File: src/rtl/core_pkg.sv
// Shared fetch-stage definitions: the NOP used to fill an empty IF/ID slot,
// the instruction size in bytes and the fetch-control state encoding.
package core_pkg;

    localparam logic [31:0] NOP_INS   = 32'h0000_0013;
    localparam int          INS_BYTES = 4;

    typedef enum logic [0:0] {
        RUN   = 1'b0,
        FLUSH = 1'b1
    } fetch_state_t;

endpackage

File: src/rtl/fetch_fifo.sv
// Small in-order FIFO used twice by the fetch stage: once for the PCs of
// requests still waiting on memory, once for returned {pc, ins} pairs.
// Push and pop in the same cycle leave the count unchanged; flush wins over both.
module fetch_fifo
    import core_pkg::*;
#(
    parameter int Depth = 2,
    parameter int Width = 32
) (
    input  logic                     clk,
    input  logic                     rst,
    input  logic                     push,
    input  logic                     pop,
    input  logic                     flush,
    input  logic [Width-1:0]         din,
    output logic [Width-1:0]         dout,
    output logic                     full,
    output logic                     empty,
    output logic [$clog2(Depth):0]   count
);

    localparam int PtrW = $clog2(Depth);

    logic [Width-1:0] mem_q [Depth];
    logic [PtrW-1:0]  rd_q, rd_d, wr_q, wr_d;
    logic [PtrW:0]    cnt_q, cnt_d;
    logic             do_push, do_pop;

    assign empty   = (cnt_q == '0);
    assign full    = (cnt_q == (PtrW+1)'(Depth));
    assign count   = cnt_q;
    assign dout    = mem_q[rd_q];
    assign do_pop  = pop && !empty;
    assign do_push = push && (!full || do_pop);

    // Pointer and occupancy update; depth is a power of two so pointers wrap naturally
    always_comb begin
        rd_d  = rd_q;
        wr_d  = wr_q;
        cnt_d = cnt_q;
        if (flush) begin
            rd_d  = '0;
            wr_d  = '0;
            cnt_d = '0;
        end else begin
            if (do_push) wr_d = wr_q + 1'b1;
            if (do_pop)  rd_d = rd_q + 1'b1;
            cnt_d = cnt_q + (PtrW+1)'(do_push) - (PtrW+1)'(do_pop);
        end
    end

    // Control registers, cleared by reset
    always_ff @(posedge clk) begin
        if (rst) begin
            rd_q  <= '0;
            wr_q  <= '0;
            cnt_q <= '0;
        end else begin
            rd_q  <= rd_d;
            wr_q  <= wr_d;
            cnt_q <= cnt_d;
        end
    end

    // Storage array; contents are only meaningful under the valid count
    always_ff @(posedge clk) begin
        if (do_push && !flush) mem_q[wr_q] <= din;
    end

endmodule

File: src/rtl/ifetch.sv
// Instruction fetch stage. Owns the fetch PC, issues word requests under a
// credit limit so returned instructions always fit the output queue, pairs
// each response with its request PC and presents {ins, pc} to IF/ID.
// A redirect flushes the queue; requests already in flight are counted in
// drop_cnt and their responses discarded while in FLUSH.
module ifetch
    import core_pkg::*;
#(
    parameter int                  WordSize    = 32,
    parameter logic [WordSize-1:0] ResetVector = '0,
    parameter int                  QueueDepth  = 2
) (
    input  logic                clk,
    input  logic                rst,
    output logic                imem_req_valid,
    input  logic                imem_req_ready,
    output logic [WordSize-1:0] imem_addr,
    input  logic                imem_resp_valid,
    input  logic [31:0]         imem_resp_data,
    input  logic                stall,
    input  logic                redirect,
    input  logic [WordSize-1:0] redirect_pc,
    output logic [31:0]         ins,
    output logic [WordSize-1:0] pc,
    output logic                ins_valid
);

    localparam int CntW = $clog2(QueueDepth) + 1;
    localparam int EntW = WordSize + 32;

    fetch_state_t        state_q, state_d;
    logic [WordSize-1:0] fetch_pc_q, fetch_pc_d;
    logic [WordSize-1:0] last_pc_q, last_pc_d;
    logic [CntW-1:0]     outstanding_q, outstanding_d;
    logic [CntW-1:0]     drop_cnt_q, drop_cnt_d;

    logic [EntW-1:0]     q_dout;
    logic                q_full, q_empty;
    logic [CntW-1:0]     q_count;
    logic [WordSize-1:0] pend_dout;
    logic                pend_full, pend_empty;
    logic [CntW-1:0]     pend_count;

    logic                pop, accept;
    logic                resp_any, resp_drop, resp_live;
    logic [CntW:0]       credit_used;
    logic                unused_ok;

    assign unused_ok = ^{q_full, pend_empty, pend_count, redirect_pc[1:0]};

    // A response is only meaningful if something is in flight; during redirect
    // or while draining stale requests it is thrown away.
    assign pop         = ins_valid && !stall;
    assign accept      = imem_req_valid && imem_req_ready;
    assign resp_any    = imem_resp_valid && !rst && ((outstanding_q != '0) || (drop_cnt_q != '0));
    assign resp_drop   = resp_any && (redirect || (drop_cnt_q != '0));
    assign resp_live   = resp_any && !resp_drop;
    assign credit_used = {1'b0, outstanding_q} + {1'b0, q_count} - (CntW+1)'(pop);

    assign imem_addr = fetch_pc_q;
    assign ins_valid = !q_empty;
    assign ins       = q_empty ? NOP_INS   : q_dout[31:0];
    assign pc        = q_empty ? last_pc_q : q_dout[EntW-1:32];

    fetch_fifo #(.Depth(QueueDepth), .Width(WordSize)) u_pend (
        .clk   (clk),
        .rst   (rst),
        .push  (accept),
        .pop   (resp_live),
        .flush (redirect),
        .din   (fetch_pc_q),
        .dout  (pend_dout),
        .full  (pend_full),
        .empty (pend_empty),
        .count (pend_count)
    );

    fetch_fifo #(.Depth(QueueDepth), .Width(EntW)) u_queue (
        .clk   (clk),
        .rst   (rst),
        .push  (resp_live),
        .pop   (pop),
        .flush (redirect),
        .din   ({pend_dout, imem_resp_data}),
        .dout  (q_dout),
        .full  (q_full),
        .empty (q_empty),
        .count (q_count)
    );

    // Fetch PC, in-flight bookkeeping and last presented PC
    always_comb begin
        fetch_pc_d    = fetch_pc_q;
        outstanding_d = outstanding_q;
        drop_cnt_d    = drop_cnt_q;
        last_pc_d     = q_empty ? last_pc_q : q_dout[EntW-1:32];
        if (redirect) begin
            fetch_pc_d    = {redirect_pc[WordSize-1:2], 2'b00};
            outstanding_d = '0;
            drop_cnt_d    = drop_cnt_q + outstanding_q - CntW'(resp_any);
        end else begin
            if (accept) fetch_pc_d = fetch_pc_q + WordSize'(INS_BYTES);
            outstanding_d = outstanding_q + CntW'(accept) - CntW'(resp_live);
            drop_cnt_d    = drop_cnt_q - CntW'(resp_drop);
        end
    end

    // FSM next state: FLUSH while stale responses remain to be discarded
    always_comb begin
        state_d = state_q;
        case (state_q)
            RUN:     if (redirect && (drop_cnt_d != '0)) state_d = FLUSH;
            FLUSH:   if (drop_cnt_d == '0)               state_d = RUN;
            default: state_d = RUN;
        endcase
    end

    // FSM output: issue only in RUN, never on redirect, and only with a free credit
    always_comb begin
        imem_req_valid = 1'b0;
        if (!rst && (state_q == RUN) && !redirect && !pend_full &&
            (credit_used < (CntW+1)'(QueueDepth))) begin
            imem_req_valid = 1'b1;
        end
    end

    // State register and fetch bookkeeping
    always_ff @(posedge clk) begin
        if (rst) begin
            state_q       <= RUN;
            fetch_pc_q    <= ResetVector;
            outstanding_q <= '0;
            drop_cnt_q    <= '0;
            last_pc_q     <= '0;
        end else begin
            state_q       <= state_d;
            fetch_pc_q    <= fetch_pc_d;
            outstanding_q <= outstanding_d;
            drop_cnt_q    <= drop_cnt_d;
            last_pc_q     <= last_pc_d;
        end
    end

endmodule

File: config.mk
export PLATFORM = sky130hd
export DESIGN_NAME = ifetch
export DESIGN_NICKNAME = d
export VERILOG_FILES = /design/src/rtl/core_pkg.sv /design/src/rtl/fetch_fifo.sv /design/src/rtl/ifetch.sv
export SDC_FILE = /design/constraint.sdc
export NUM_CORES = 1
export LEC_CHECK = 0
export CORE_MARGIN = 2
export CORE_UTILIZATION = 52
export DETAILED_ROUTE_END_ITERATION = 7
export PLACE_DENSITY = 0.89
export SLEW_MARGIN = 0
export SYNTH_ARGS = -nofsm -noshare
export SYNTH_HDL_FRONTEND = slang
export SYNTH_SLANG_ARGS = --single-unit
File: constraint.sdc
create_clock -name clk -period 6.6 [get_ports clk]
set_input_delay 0.99 -clock clk [delete_from_list [all_inputs] [get_ports clk]]
set_output_delay 0.99 -clock clk [all_outputs]
set_load 0.02 [all_outputs]
==> flow_metrics.tcl, run 1 <==
set metrics [dict create \
    syn_avg_cell_area_um2 13.4 \
    switching_share 0.201 \
    io_pins 168 \
    finalSetupTns_ns 0 \
    insertedDiodeCount 0 \
    final_area_um2 13300 \
    cts_root_buf "clkbuf_16" \
    layout_min_cycle_time_ns 4.52 \
    drt_iter0_markers 479 \
    overflow 0 \
    synth.distinct_cells 60 \
    crit_chain "clkdlybuf4s50_1 > nor2_1 > ha_1 > inv_1 > nand2_1 > fa_1 > xor2_1 > nand3_1 > nor3b_1 > clkdlybuf4s50_1" \
    wl_per_cell_um 18.1 \
    synth_area_um2 10400 \
    first_global_vias 6760 \
    crit_family "buffers and inverters" \
    synth-edff-count 184 \
    portBuffers 163 \
    worst_slack_ns 2.08 \
    max_slew.worst_pin.slew_ns 1.03 \
    vias 6708 \
    clkPwrFrac 0.440 \
    cts_tree "built" \
    arrival_ns 3.53 \
    p_int_mw 2.90 \
    remaining_drc_errors 0 \
    seqPwrFrac 0.504 \
    synth_simple_gate_area_share 0.115 \
    hpwl_um 14000 \
    worstSetupEndpointType "primary output" \
    die_area_um2 21200 \
    synth_seq_area_share 0.677 \
    first_pass_iters 5 \
    worstHoldPathType "flop to flop" \
    maxSlewHeadroom 0.312 \
    dp_cells 1177 \
    crit_top_cell "clkdlybuf4s50_1" \
    rows 51 \
    synth_adder_area_share 0.0139 \
    num-fill-cells 1359 \
    gp_congestion 0.823 \
    clkLatencyLatePin_ns 0.51 \
    grt_antenna_before_repair 0 \
    p_comb_frac 0.056 \
    grt_max_degree 93 \
    cts_max_level 1 \
    ys_ff_latch 261 \
    worst_ep_required_time_ns 5.61 \
    ir_worst_vdd_v 0.000202 \
    finalNetCount 1022 \
    path_max_fanout 2 \
    placed_cell_area_um2 12300 \
    max-cap-violations 0 \
    grt_pass1_wl_um 35100 \
    synth_top_family_by_area "simple AND/OR/NAND/NOR gates" \
    critPathKind "input port to primary output" \
    cts_resized 0 \
    fmax_ghz 0.221 \
    clock_path_buffers 3 \
    r2r_setup_slack_ns 3.04 \
    cts_setup_buffers 0 \
    syn_to_final_growth_pct 27.2 \
    grt_setup_unrepaired "false" \
    ant_nets 0 \
    synth-compound-area-share 0.0546 \
    power.switching_mw 0.727 \
    die_h_um 146 \
    fin_util 0.677 \
    start_util 0.533 \
    power.density_nw_per_um2 273 \
    hold_violations 0 \
    synth-xor-area-share 0.0159 \
    yosys_warnings 0 \
    finalMaxSlewViolations 0 \
    core_area_um2 19600 \
    chipWidth_um 146 \
    timing.final.crit_share 0.685 \
    cpPeakStageDelay_ns 0.63 \
    crit_buf_inv 3 \
    status "finished, final reports clean" \
    cp_slowest_cell "clkdlybuf4s50_1" \
    drive_gt1_frac 0.103 \
    synth.area.mux_share 0.100 \
    totalWireLength_um 22200 \
    routed_via_density 5.47 \
    grt.total_usage 0.204 \
    pre_cts_slack_ns 2.07 \
    cts_hold_buf 0 \
    synthArstFlopShare 0 \
    cts_buffers 27 \
    finalSetupViolCount 0 \
    clock_skew_ns 0.00812 \
    cp-start-kind "input port" \
    clk_pin_slew_ns 0.06 \
    synthFlopType "edfxtp_1" \
    cts.sinks 261 \
    synthCells 777 \
    p_leak_nw 4.42 \
    finalNonFillerCells 1226 \
]
==> Yosys cell counts (6+ instances only) <==
master | n | area, µm²
nor2b_1 | 34 | 213
edfxtp_1 | 184 | 5530
a21oi_1 | 19 | 95.1
xor2_1 | 7 | 61.3
nand3_1 | 18 | 90.1
mux2i_1 | 67 | 671
nand2b_1 | 6 | 37.5
ha_1 | 10 | 125
dfxtp_1 | 77 | 1540
nand2_1 | 61 | 229
and2_1 | 6 | 37.5
inv_1 | 17 | 63.8
buf_2 | 11 | 55.1
o21ai_0 | 39 | 195
xnor2_1 | 12 | 105
nor2_1 | 64 | 240
clkbuf_1 | 22 | 82.6
mux2_2 | 31 | 349
nand4_1 | 14 | 87.6
==> worst min-delay path, cell delays in order (launching register included) <==
cell and delay (ns):
dfxtp_1 0.32, xnor2_1 0.09, nor2_1 0.08
==> routing by layer <==
metal  GRT usage  wire [µm]  vias up
met5           0          0        -
met4      0.0603        549        0
met3      0.0382       1580       40
met2       0.349      10800      288
met1       0.267       9230     3214
li1            -          -     3166
==> metrics by stage <==
stage	hold slack (ns)	power, mW
after floorplan	0.481	1.95
after global placement	0.494	2.05
after detailed placement	0.509	2.06
after CTS	0.526	3.65
after global routing	0.556	3.73
final	0.525	3.62
==> flip-flops by register name, indices dropped and copies added (netlist names), named ones only <==
register,cells
u_queue.mem_q,124
u_pend.mem_q,60
last_pc_q,32
imem_addr,30
drop_cnt_q,2
outstanding_q,2
u_pend.count,2
u_queue.count,2
state_q,1
u_pend.rd_q,1
u_pend.wr_q,1
u_queue.rd_q,1
u_queue.wr_q,1
==> cell usage in the layout, fill, tap and decap left out, types with 7 or more instances in the layout <==
cell type	n
a21oi_1	19
ha_1	10
mux2_2	31
mux2i_1	67
clkbuf_1	9
nand2_1	61
clkbuf_16	27
nor2_1	62
buf_4	10
dfxtp_1	76
nand3_1	18
xnor2_1	12
edfxtp_1	184
xor2_1	7
nor2b_1	33
o21ai_0	39
clkdlybuf4s50_1	162
inv_1	17
nand4_1	14
==> cell families after synthesis <==
kind of cell	Yosys count
other	1
AND/OR/NAND/NOR	234
AO/OA/AOI/OAI	93
flip-flops	261
XOR/XNOR	19
adder cells (fa/ha/maj)	11
buffers and inverters	58
multiplexers	100
==> worst paths after layout <==
path | start | end | cells past startpoint
worst max-delay path | stall | imem_req_valid | 10
worst max register to register | u_queue.count[1] | outstanding_q[1] | 16
worst min-delay path | u_pend.rd_q | u_pend.rd_q | 2
worst min register to register | u_pend.rd_q | u_pend.rd_q | 2
==> power by group through the flow <==
stage	combinational (mW)	clock, mW	sequential (mW)
final	0.205	1.59	1.83
after global routing	0.219	1.68	1.83
after CTS	0.205	1.62	1.82
after detailed placement	0.202	0	1.86
after global placement	0.195	0	1.86
after floorplan	0.0827	0	1.86
==> area by class of cell <==
type	instances	area [µm²]	area share
clock buffer	38	737	0.0555
clock inverter	11	208	0.0157
inverter	19	71.3	0.00537
multi-input combinational	459	3150	0.237
sequential	261	7070	0.533
tap	265	332	0.0250
timing repair buffer	173	1700	0.128
No activity file was read; power rests on OpenSTA's default activity.
==> run 2: changes to the inputs <==
--- a/config.mk
+++ b/config.mk
@@ -6,9 +6,9 @@
 export NUM_CORES = 1
 export LEC_CHECK = 0
 export CORE_MARGIN = 2
-export CORE_UTILIZATION = 52
+export CORE_UTILIZATION = 48
 export DETAILED_ROUTE_END_ITERATION = 7
-export PLACE_DENSITY = 0.89
+export PLACE_DENSITY = 0.87
 export SLEW_MARGIN = 0
 export SYNTH_ARGS = -nofsm -noshare
 export SYNTH_HDL_FRONTEND = slang
==> constraint.sdc (replaced) <==
create_clock -name clk -period 3.8 [get_ports clk]
set_input_delay 0.57 -clock clk [delete_from_list [all_inputs] [get_ports clk]]
set_output_delay 0.57 -clock clk [all_outputs]
set_load 0.02 [all_outputs]
==> flow_metrics.tcl, run 2 (synthesis gave the netlist of run 1 again) <==
set metrics [dict create \
    worst_slack_ns 0.530 \
    clock_skew_ns 0.00760 \
    p_comb_frac 0.058 \
    clkLatencyLatePin_ns 0.52 \
    top_regs "u_queue.mem_q (124), u_pend.mem_q (60), last_pc_q (32)" \
    chipWidth_um 151 \
    cpPeakStageDelay_ns 0.42 \
    largest_register_ffs 124 \
    max_slew.worst_pin.slew_ns 0.835 \
    crit_chain "clkdlybuf4s50_1 > nor2_1 > ha_1 > inv_1 > nand2_1 > fa_1 > xor2_1 > nand3_1 > nor3b_1 > dlymetal6s2s_1" \
    final_cell_mix "184 x edfxtp_1, 161 x clkdlybuf4s50_1, 76 x dfxtp_1, 67 x mux2i_1, 62 x nor2_1" \
    io_pins 168 \
    seqPwrFrac 0.510 \
    finalNetCount 1025 \
    timing.final.crit_share 0.860 \
    grt_antenna_before_repair 0 \
    arrival_ns 2.70 \
    power.switching_mw 1.28 \
    clkPwrFrac 0.432 \
    max-cap-violations 0 \
    grt_setup_unrepaired "false" \
    p_leak_nw 4.45 \
    critPathKind "input port to primary output" \
    portBuffers 163 \
    r2r_setup_slack_ns 0.79 \
    clock_path_buffers 3 \
    routed_via_density 5.42 \
    die_area_um2 22900 \
    vias 6718 \
    layout_commonest_cell "edfxtp_1" \
    cp_slowest_cell "clkdlybuf4s50_1" \
    reg2regPathDepth 12 \
    totalWireLength_um 21600 \
    remaining_drc_errors 0 \
    fmax_ghz 0.306 \
    wl_per_cell_um 17.4 \
    cp-start-kind "input port" \
    grt.total_usage 0.186 \
    reg2reg_from "u_queue.count[1]" \
    ir_worst_vdd_v 0.000335 \
    cts_tree "built" \
    hold_violations 0 \
    layout_min_cycle_time_ns 3.27 \
    power.density_nw_per_um2 465 \
    cts.sinks 261 \
    pre_cts_slack_ns 0.149 \
    worstHoldPathType "input port to flop" \
    rows 53 \
    cts_root_buf "clkbuf_16" \
    insertedDiodeCount 0 \
    first_global_vias 6653 \
    grt_max_degree 93 \
    hold_start "rst" \
    status "finished, final reports clean" \
    crit_buf_inv 3 \
    switching_share 0.206 \
    gp_congestion 0.829 \
    overflow 0 \
    hpwl_um 14000 \
    finalMaxSlewViolations 0 \
    crit_family "buffers and inverters" \
    p_int_mw 4.93 \
    cts_buffers 26 \
    path_max_fanout 2 \
    die_h_um 151 \
    finalSetupTns_ns 0 \
    drt_iter0_markers 408 \
    worst_ep_required_time_ns 3.23 \
    regMostFlops "u_queue.mem_q" \
    first_pass_iters 6 \
    grt_pass1_wl_um 33800 \
    hold_end "imem_addr[17]" \
    hold_depth 3 \
    start_util 0.493 \
    worstSetupEndpointType "primary output" \
    r2r_end "u_pend.mem_q[0][14]" \
    finalSetupViolCount 0 \
    ant_nets 0 \
    maxSlewHeadroom 0.443 \
    core_area_um2 21200 \
    cts_max_level 1 \
    clk_pin_slew_ns 0.06 \
    syn_to_final_growth_pct 28.1 \
    drive_gt1_frac 0.108 \
]
## run 2: per-layer routing
metal	global-route usage	routed length, µm	up-vias
met3	0.0386	1750	31
li1	-	-	3177
met5	0	0	-
met4	0.0533	365	0
met1	0.244	8960	3232
met2	0.313	10500	278
## run 2: worst max-delay path by stage
| stage | to | slack (ns) | start | cells after the start |
|---|---|---|---|---|
| final | imem_req_valid | 0.53 | stall | 10 |
| after CTS | imem_req_valid | 0.14 | stall | 10 |
| after floorplan | u_pend.mem_q[1][10] | 0.16 | u_queue.count[1] | 14 |
| after global placement | imem_req_valid | 0.18 | stall | 10 |
| after global routing | imem_req_valid | 0.33 | stall | 10 |
| after detailed placement | imem_req_valid | 0.15 | stall | 10 |
## run 2: cell type report
type / instances / area, µm²
well taps: 275 / 344
fillers: 1524 / 7780
clock inverters: 13 / 173
flip-flops and latches: 261 / 7070
multi-input cells: 459 / 3160
clock buffers: 35 / 746
repair buffers: 177 / 1810
inverters: 19 / 71.3
## run 2: metrics by stage
stage	utilization	area [µm²]	cells	hold slack, ns	power, mW
2_1_floorplan	-	10500	778	0.481	3.38
3_3_place_gp	0.589	12500	1191	0.500	3.57
3_5_place_dp	0.589	12500	1191	0.522	3.59
4_1_cts	0.632	13400	1239	0.513	6.26
5_1_grt	0.632	13400	1239	0.536	6.40
6_report	0.632	13400	1239	0.528	6.22
## run 2: what timing repair did
action,in CTS,in global routing
setup buffers,0,0
endpoints found under the hold margin,0,0
hold buffers,0,0
resized for setup,0,1
setup endpoints to repair,0,1
## run 2: worst min-delay path, delay by kind of cell
family	cells	cell delay, ns
buffers and inverters	2	0.38
AO/OA/AOI/OAI	1	0.04
## run 2: power by group through the flow
stage,Clock [mW],Combinational (mW),Sequential (mW)
2_1_floorplan,0,0.144,3.24
3_3_place_gp,0,0.347,3.22
3_5_place_dp,0,0.358,3.23
4_1_cts,2.73,0.362,3.17
5_1_grt,2.84,0.386,3.18
6_report,2.68,0.361,3.17
==> run 3: changes to the inputs <==
--- a/config.mk
+++ b/config.mk
@@ -6,10 +6,11 @@
 export NUM_CORES = 1
 export LEC_CHECK = 0
 export CORE_MARGIN = 2
-export CORE_UTILIZATION = 48
+export CORE_UTILIZATION = 35
 export DETAILED_ROUTE_END_ITERATION = 7
-export PLACE_DENSITY = 0.87
+export PLACE_DENSITY = 0.69
 export SLEW_MARGIN = 0
 export SYNTH_ARGS = -nofsm -noshare
 export SYNTH_HDL_FRONTEND = slang
 export SYNTH_SLANG_ARGS = --single-unit
+export TNS_END_PERCENT = 30
==> flow_metrics.tcl, run 3 (synthesis gave the netlist of run 1 again) <==
set metrics [dict create \
    die_area_um2 31200 \
    cp-start-kind "input port" \
    layout_min_cycle_time_ns 3.31 \
    cpPeakStageDelay_ns 0.43 \
    die_h_um 177 \
    top_regs "u_queue.mem_q (124), u_pend.mem_q (60), last_pc_q (32)" \
    cts_setup_buffers 0 \
    maxSlewHeadroom 0.401 \
    timing.final.crit_share 0.870 \
    hold_start "rst" \
    fmax_ghz 0.302 \
    syn_to_final_growth_pct 29.9 \
    fin_util 0.460 \
    finalMaxSlewViolations 0 \
    grt_setup_unrepaired "false" \
    cts_max_level 1 \
    grt_antenna_before_repair 0 \
    drive_gt1_frac 0.113 \
    pre_cts_slack_ns 0.102 \
    regMostFlops "u_queue.mem_q" \
    totalWireLength_um 22300 \
    clkLatencyLatePin_ns 0.54 \
    drt_iter0_markers 365 \
    arrival_ns 2.74 \
    clk_pin_slew_ns 0.05 \
    cts_hold_buf 0 \
    start_util 0.354 \
    io_pins 168 \
    multi_input_area_um2 3150 \
    core_area_um2 29500 \
    finalNetCount 1025 \
    cts_tree "built" \
    wl_per_cell_um 16.4 \
    worstSetupEndpointType "primary output" \
    clock_skew_ns 0.0155 \
    cts.sinks 261 \
    worst_ep_required_time_ns 3.23 \
    reg2reg_from "u_queue.count[1]" \
    p_leak_nw 4.48 \
    hpwl_um 14300 \
    num-fill-cells 2619 \
    worstHoldPathType "input port to flop" \
    final_area_um2 13600 \
    cts_resized 0 \
    chipWidth_um 177 \
    cp_slowest_cell "clkdlybuf4s50_1" \
    max-cap-violations 0 \
    ant_nets 0 \
    cts_root_buf "clkbuf_16" \
    portBuffers 163 \
    grt.total_usage 0.138 \
    crit_chain "clkdlybuf4s50_1 > nor2_1 > ha_1 > inv_1 > nand2_1 > fa_1 > xor2_1 > nand3_1 > nor3b_1 > dlymetal6s2s_1" \
    remaining_drc_errors 0 \
    vias 6574 \
    critPathKind "input port to primary output" \
    largest_register_ffs 124 \
    crit_buf_inv 3 \
    path_max_fanout 2 \
    clock_path_buffers 3 \
    hold_violations 0 \
    regArea_um2 7070 \
    power.density_nw_per_um2 467 \
    grt_max_degree 93 \
    ir_worst_vdd_v 0.000317 \
    placed_cell_area_um2 12600 \
    first_pass_iters 5 \
    first_global_vias 6174 \
    layout_commonest_cell "edfxtp_1" \
    gp_congestion 0.829 \
    crit_start "stall" \
    finalSetupTns_ns 0 \
    max_slew.worst_pin.slew_ns 0.899 \
    status "finished, final reports clean" \
    final_cell_mix "184 x edfxtp_1, 161 x clkdlybuf4s50_1, 76 x dfxtp_1, 67 x mux2i_1, 62 x nor2_1" \
    grt_pass1_wl_um 34000 \
    crit_family "buffers and inverters" \
    rows 63 \
    overflow 0 \
    worst_slack_ns 0.493 \
    routed_via_density 4.85 \
    insertedDiodeCount 0 \
    cts_buffers 28 \
    finalSetupViolCount 0 \
]
-- run 3: cell types whose count changed in the layout (fill, tap and decap cells not counted), sizes merged --
cell and delta:
bufinv -1, buf -2, clkinvlp -1, clkbuf -1, clkinv +7
-- run 3: path summary, 6_finish.rpt --
kind         slack [ns]          endpoint  depth (start not counted)
max                0.49    imem_req_valid                         10
min                0.30     drop_cnt_q[1]                          2
max reg2reg        0.84  outstanding_q[1]                         15
min reg2reg        0.52       u_pend.rd_q                          2
-- run 3: layer usage --
metal  vias to the layer above  GRT usage  wire, µm
met5                         -          0         0
met4                         0     0.0324       481
met3                        30     0.0251      1480
met2                       236      0.220     10100
met1                      3121      0.197     10300
li1                       3187          -         -
-- run 3: metrics by stage --
stage | instances | power [mW] | hold WS (ns)
6_report | 1356 | 6.33 | 0.296
5_1_grt | 1356 | 6.54 | 0.310
4_1_cts | 1356 | 6.40 | 0.281
3_5_place_dp | 1304 | 3.59 | 0.507
3_3_place_gp | 1304 | 3.58 | 0.496
2_1_floorplan | 778 | 3.38 | 0.481
-- run 3: layout make-up --
class	count	area share
tap	390	0.0360
timing repair buffer	175	0.131
inverter	19	0.00526
multi-input combinational	459	0.233
clock inverter	18	0.0142
clock buffer	34	0.0586
sequential	261	0.522
-- run 3: power by group --
group,internal [mW],switching (mW)
Clock,1.70,1.11
Sequential,3.10,0.0713
Combinational,0.179,0.179
